**src/rtl/alu_writeback.sv**
```systemverilog
// Write-back stage behind the registered ALU: pairs each result with its issue tag,
// derives N/Z/C/V and queues register-file writes under a credit-based issue gate.
module alu_writeback #(
  parameter int DATA_BITS     = 8,
  parameter int REG_ADDR_BITS = 4,
  parameter int FIFO_DEPTH    = 4
) (
  input  logic                     clk,
  input  logic                     rst_n,
  input  logic                     issue_valid,
  output logic                     issue_ready,
  input  logic [REG_ADDR_BITS-1:0] issue_dst,
  input  logic                     issue_sub,
  input  logic                     issue_a_msb,
  input  logic                     issue_b_msb,
  input  logic [DATA_BITS-1:0]     alu_result,
  input  logic                     alu_cout,
  output logic                     wb_valid,
  input  logic                     wb_ready,
  output logic [REG_ADDR_BITS-1:0] wb_addr,
  output logic [DATA_BITS-1:0]     wb_data,
  output logic [3:0]               flags
);

  localparam int PTR_W = (FIFO_DEPTH > 1) ? $clog2(FIFO_DEPTH) : 1;
  localparam int CNT_W = PTR_W + 1;

  typedef struct packed {
    logic [REG_ADDR_BITS-1:0] addr;
    logic                     sub;
    logic                     a_msb;
    logic                     b_msb;
  } tag_t;

  typedef struct packed {
    logic [REG_ADDR_BITS-1:0] addr;
    logic [DATA_BITS-1:0]     data;
    logic [3:0]               flags;
  } entry_t;

  tag_t             p_tag;
  logic             p_valid;
  entry_t           mem [FIFO_DEPTH];
  entry_t           head, new_entry, next_head;
  logic [PTR_W-1:0] rd_ptr, wr_ptr, rd_next;
  logic [CNT_W-1:0] count, count_after_pop, count_next;
  logic             accept, push, pop, r_msb, ovf;

  // Credit counts the in-flight ALU op so a push can never find the queue full.
  assign issue_ready = rst_n & ((count + CNT_W'(p_valid)) < CNT_W'(FIFO_DEPTH));
  assign accept      = issue_valid & issue_ready;
  assign push        = p_valid;
  assign wb_valid    = (count != '0);
  assign pop         = wb_valid & wb_ready;
  assign wb_addr     = head.addr;
  assign wb_data     = head.data;

  always_comb begin
    r_msb = alu_result[DATA_BITS-1];
    if (p_tag.sub)
      ovf = (p_tag.a_msb != p_tag.b_msb) & (r_msb != p_tag.a_msb);
    else
      ovf = (p_tag.a_msb == p_tag.b_msb) & (r_msb != p_tag.a_msb);
    new_entry.addr  = p_tag.addr;
    new_entry.data  = alu_result;
    new_entry.flags = {r_msb, (alu_result == '0), alu_cout, ovf};
    rd_next         = rd_ptr + PTR_W'(pop);
    count_after_pop = count - CNT_W'(pop);
    count_next      = count_after_pop + CNT_W'(push);
    // Head slot is only unwritten in memory when the queue drains to the new entry.
    next_head = (push && (count_after_pop == '0)) ? new_entry : mem[rd_next];
  end

  always_ff @(posedge clk) begin
    if (rst_n && push) mem[wr_ptr] <= new_entry;
  end

  always_ff @(posedge clk) begin
    if (!rst_n) begin
      p_valid <= 1'b0;
      p_tag   <= '0;
      rd_ptr  <= '0;
      wr_ptr  <= '0;
      count   <= '0;
      head    <= '0;
      flags   <= '0;
    end else begin
      p_valid <= accept;
      if (accept) p_tag <= {issue_dst, issue_sub, issue_a_msb, issue_b_msb};
      if (push) wr_ptr <= wr_ptr + PTR_W'(1);
      rd_ptr <= rd_next;
      count  <= count_next;
      // Holding when empty keeps the last written address/data on the outputs.
      if (count_next != '0) head <= next_head;
      if (pop) flags <= head.flags;
    end
  end

endmodule
```
**config.mk**
```make
export PLATFORM = sky130hd
export DESIGN_NAME = alu_writeback
export DESIGN_NICKNAME = d
export VERILOG_FILES = /design/src/rtl/alu_writeback.sv
export SDC_FILE = /design/constraint.sdc
export NUM_CORES = 1
export LEC_CHECK = 0
export CORE_MARGIN = 10
export CORE_UTILIZATION = 50
export DETAILED_ROUTE_END_ITERATION = 8
export PLACE_DENSITY_LB_ADDON = 0.3
export SLEW_MARGIN = 20
export SYNTH_ARGS = -nofsm -noshare
export SYNTH_HDL_FRONTEND = slang
export SYNTH_SLANG_ARGS = --single-unit
```
**constraint.sdc**
```tcl
create_clock -name clk -period 3.4 [get_ports clk]
set_input_delay 0.68 -clock clk [delete_from_list [all_inputs] [get_ports clk]]
set_output_delay 0.68 -clock clk [all_outputs]
set_load 0.01 [all_outputs]
```
# --- Word-level counts from Yosys, hierarchy flattened ---
# Memories as Yosys holds them, arrays and structs flattened.
# Cells that the tools add are included.
word_totals:
  out_inout_bits: 18
  n_memories: 1
  register_bits: 35
  romBits: 0
  latch_bits: 0
  word_cells: 37
  in_bits: 20
  ram_bits: 64
classes:
  n_shift: 0
  bitwise: 5
  muxes: 4
  n_reduce_logical: 6
  multipliers: 0
  n_lt_le_gt_ge: 1
  add_sub_neg: 5
  div_mod_pow: 0
  eq_ne: 3
memory_table:
  columns: ["name", "depth", "word_bits", "read_ports", "rd_clocked_by_memory_dff", "wr", "line", "text"]
  rows:
  - ["mem", 4, 16, 1, 0, 1, "43", "entry_t mem [FIFO_DEPTH];"]
ops:
  columns: ["operator", "count"]
  rows:
  - ["$mux 16", 1]
  - ["$logic_not 8->1", 1]
  - ["$add 3x1->3", 2]
  - ["$reduce_bool 3->1", 2]
  - ["$and 1x1->1", 5]
  - ["$logic_not 3->1", 1]
  - ["$lt 3x3->1 const B", 1]
  - ["$mux 1", 3]
  - ["$sub 3x1->3", 1]
  - ["$add 2x1->2", 1]
  - ["$add 2x1->2 const B", 1]
  - ["$logic_and 1x1->1", 2]
  - ["$ne 1x1->1", 2]
  - ["$eq 1x1->1", 1]

# --- Depth between registers and ports, before layout ---
depth:
  ltp_word: 6
  depth_mapped: 13
  depth_no_buf: 11

# --- Worst setup path before layout ---
# No wires, ideal clock.
synth_timing:
  path_kind: "flip-flop to flip-flop"
  start: "reg count[1]"
  end: "reg head[0] (netlist bit)"
  setup_slack_ns: 0.700
  t_arrival_ns: 2.569
  required_time_ns: 3.269
  synth_period_minus_slack_ns: 2.700
  path_stages_with_launch: 14
  n_path_buf: 2
  setup_ns: 0.131
  cell_sequence: "dfxtp_1 or3_1 clkbuf_1 nand2_1 inv_2 ha_1 ha_1 inv_1 ha_1 xor3_1 or3_4 buf_6 o21ai_2 a41oi_2"
synth_between:
  elab_chain_len: 6
  word_cells_on_any_way: 10
  classes_between: "add/sub (3); mux (1); bitwise (1); reduce/logical (4); memory (1)"
synth_lines:
  columns: ["element", "line", "text"]
  rows:
  - ["start, declared", "46", "logic [CNT_W-1:0] count, count_after_pop, count_next;"]
  - ["start signal, assigned", "92", "count <= count_next;"]
  - ["$reduce_bool 3->1 (*)", "53", "assign wb_valid = (count != '0);"]
  - ["net wb_valid", "18", "output logic wb_valid,"]
  - ["$and 1x1->1 (*)", "54", "assign pop = wb_valid & wb_ready;"]
  - ["net pop", "47", "logic accept, push, pop, r_msb, ovf;"]
  - ["parallel branches: the longest is 4 deep, another holds $sub 3x1->3", null, null]
  - ["end signal, assigned", "94", "if (count_next != '0) head <= next_head;"]
  - ["end, declared", "44", "entry_t head, new_entry, next_head;"]
# Mark *: on every way through the listed nets, which the timed path passes.
# A chain may end at the register's enable or synchronous reset.

# --- Worst setup path in the final report ---
layout_timing:
  start: "reg count[2]"
  end: "reg head, in the netlist wb_data[0]"
layout_between:
  elab_chain_len: 6
  word_cells_on_any_way: 10
  classes_between: "add/sub (3); mux (1); bitwise (1); reduce/logical (4); memory (1)"
layout_lines:
  columns: ["element", "line"]
  rows:
  - ["$reduce_bool 3->1 (*)", "53"]
  - ["$and 1x1->1 (*)", "54"]
  - ["net pop", "47"]
  - ["parallel branches: the longest is 4 deep, another holds $sub 3x1->3", null]
# Marked as above.

==> impl_results.md <==
- Critical path type: reg -> reg
- Core area: 0.007607 mm^2
- Final slew viol count: 0
- DR pass1 iterations: 4
- Mapped cell area: 0.003867 mm^2
- Logic pwr share: 0.366
- Worst slack, placed: 0.1685 ns
- Number of synthesized flops with an enable pin: 60
- Die ar.: 0.01165 mm^2
- Setup TNS: 0 ns
- Post-route ant nets: 0
- Primary FF master, synth: edfxtp_1
- # rows: 32
- Power per Cell Area: 796.9 mW/mm^2
- Postcts setup bufs: 0
- FF-to-FF path depth: 11
- PnR worst setup slack: 0.5370 ns
- Hold slack: 0.4581 ns
- Tmin final: 2.863 ns
- RSZ-0062 raised after global routing: false
- Clock Path Buffers: 2
- HPWL Detailed: 4.587 mm
- Num CTS Buffers: 9
- Most numerous cell in the Yosys netlist: edfxtp_1
- GRT Total Usage: 0.1281
- Met3 WL: 307 um
- Synth top area cells: edfxtp_1 47%, dfxtp_1 18%, mux4_2 8.2%
- Cell count of the worst hold path: 2
- P_sw: 1115 uW
- Post-synthesis sequential area ratio: 0.6419
- Total wire length: 7.047 mm
- Avg Cell Area, Syn: 13.76 um^2
- H-tree depth: 3
- Synth cell types: 35
- First-pass GRT wire length: 11.41 mm
- Clock Sinks: 94
- Post-Synthesis Cells: 281
- YS warnings: 0
- DR iter-0 viols: 136
- DR WL/cell: 16.82 um
- Critical path origin: count[2]$_SDFF_PN0_
- DP Cell Count: 403
- Initial antenna violation count: 0
- Synth area leader: edfxtp_1
- Slew @ Worst Pin: 0.8145 ns
- Internal power: 2439 uW
- Share of layout cells above drive strength 1: 0.1546
- FILL cells: 617
- Status: completed
- Arr. time, crit path: 3.09 ns
- Final hold viol count: 0
- Crit. End Element: flop
- CTS Hold Bufs: 0
- Register Area: 0.002482 mm^2
- Syn-to-layout area delta: 15.30%
- Initial Util: 0.5084
- Max-slew headroom: 0.4560
- Ant. Diodes: 0
- Sw frac: 0.3137
- Worst reg2reg path endpoint: wb_data[0]$_SDFFE_PN0P_
- Reg power frac: 0.412
- Worst Setup Start Kind: flop
- CP max FO: 30
- #FFs+latches synth: 94
- Placer Congestion: 0.7290
- DIE WIDTH: 108.0 um
- Power share of the clock group: 0.222
- Vias in the first global route: 2215
- Clk Latency, worst-skew pair: 0.35 ns
- Fmax: 349.3 MHz
- DRC: 0
- Min-Delay Path Class: reg -> reg
- NumNets Final: 341
- Register-to-register setup slack: 0.54 ns
- Max VDD drop: 0.3829 mV
- CP endpoint: wb_data[0]$_SDFFE_PN0P_
- WL met1: 3.016 mm
- I/O Buffers: 37
- Skew final: 0.005673 ns
- # setup viols final: 0
- CTS tree: done
- Post_cts resized: 0
- Async S/R FF share, synth: 0
- Max Cap Viol: 0
- Vias/cell: 5.320
- Grt ovf: 0
- CTS clk-pin slew, worst paths: 0.08 ns
- Total number of vias: 2229
- DIE HEIGHT: 108.0 um
- Static leakage: 0.001569 uW
- Post-Layout Cell Count: 419
- Critical path required time: 3.62 ns
- Met2 WL: 3.614 mm
- Commonest cells post-synth: 60 x edfxtp_1, 48 x nand2_1, 34 x dfxtp_1, 20 x o21ai_1
- Top Metal Used: met4
- Pin count of the biggest net entering global routing: 32
- Worst r2r src: count[2]$_SDFF_PN0_
- Tcrit/Tclk final: 0.8421
- Syn Nets: 310
- I/O Pins: 38
- Multi-input gate area: 0.001155 mm^2
- Root Driver: clkbuf_8
- Synth top area share: 0.4659
- Fin util: 0.5862
[cell families after synthesis]
family / after synthesis / share of synthesized area
adders and majority gates: 9 / 0.02912
xor gates and xnor gates: 5 / 0.01715
muxes: 18 / 0.09220
AOI/OAI and AO/OA: 44 / 0.07085
and+or+nand+nor: 75 / 0.08929
buffers and inverters: 36 / 0.05953
DFF: 94 / 0.6419
[critical path, stage by stage, from the launching register on]
cell	delay [ns]
dfxtp_1	0.36
or3_1	0.45
nand2_1	0.20
inv_2	0.07
ha_1	0.18
ha_1	0.30
inv_1	0.07
ha_1	0.14
xor3_1	0.22
or3_4	0.50
o21ai_1	0.19
a31oi_1	0.05
[area by class of cell]
class | instances | area share
clock inverter | 4 | 0.01571
timing repair buffer | 47 | 0.09989
sequential | 94 | 0.5567
multi-input combinational | 151 | 0.2590
clock buffer | 12 | 0.03255
inverter | 9 | 0.007576
tap | 102 | 0.02862
[routing by layer]
layer,vias to the layer above,GRT usage
met1,1097,0.1525
li1,1075,-
met3,8,0.02736
met5,-,0
met2,49,0.2181
met4,0,0.05725
[state kept, by name, indices dropped and copies added (netlist names), 2 cells and up]
signal,flops
wb_addr,4
flags,4
wb_data,8
rd_ptr,2
count,3
head,3
p_tag,3
new_entry,4
wr_ptr,2
mem,60
[power groups by stage]
stage	logic, uW	registers (uW)	clock network [uW]
floorplan	1150	1460	0
global placement	1290	1490	0
detailed placement	1320	1490	0
CTS	1330	1470	811
global route	1440	1480	852
finish	1300	1460	790
[how the worst min path moves through the flow]
stage	startpoint	to	slack, ns
final	flags[1]$_SDFFE_PN0P_	flags[1]$_SDFFE_PN0P_	0.46
after global routing	flags[1]$_SDFFE_PN0P_	flags[1]$_SDFFE_PN0P_	0.48
after CTS	flags[1]$_SDFFE_PN0P_	flags[1]$_SDFFE_PN0P_	0.46
after detailed placement	flags[1]$_SDFFE_PN0P_	flags[1]$_SDFFE_PN0P_	0.45
after global placement	p_tag[1]$_SDFFE_PN0P_	p_tag[1]$_SDFFE_PN0P_	0.45
after floorplan	p_tag[1]$_SDFFE_PN0P_	p_tag[1]$_SDFFE_PN0P_	0.44
[layout by cell type, fill, tap and decap left out, drive strengths merged]
| cell type | instances |
|---|---|
| a211oi | 1 |
| a21oi | 5 |
| a31o | 1 |
| a31oi | 14 |
| a41oi | 1 |
| and2 | 5 |
| and3 | 4 |
| and4 | 1 |
| buf | 10 |
| bufinv | 2 |
| clkbuf | 12 |
| clkdlybuf4s50 | 37 |
| clkinv | 2 |
| dfxtp | 34 |
| edfxtp | 60 |
| ha | 9 |
| inv | 9 |
| mux2 | 1 |
| mux2i | 3 |
| mux4 | 14 |
| nand2 | 48 |
| nand2b | 2 |
| nand3 | 5 |
| nand4 | 2 |
| nor2 | 3 |
| o21ai | 22 |
| or3 | 3 |
| or4 | 2 |
| xnor2 | 3 |
| xor2 | 1 |
| xor3 | 1 |
[stage by stage]
stage                     area [um^2]  total power, uW
after detailed placement         4244             2813
after global placement           4244             2777
after global routing             4459             3781
final                            4459             3553
after floorplan                  3867             2604
after CTS                        4459             3603
(Power assumes the default switching activity.)
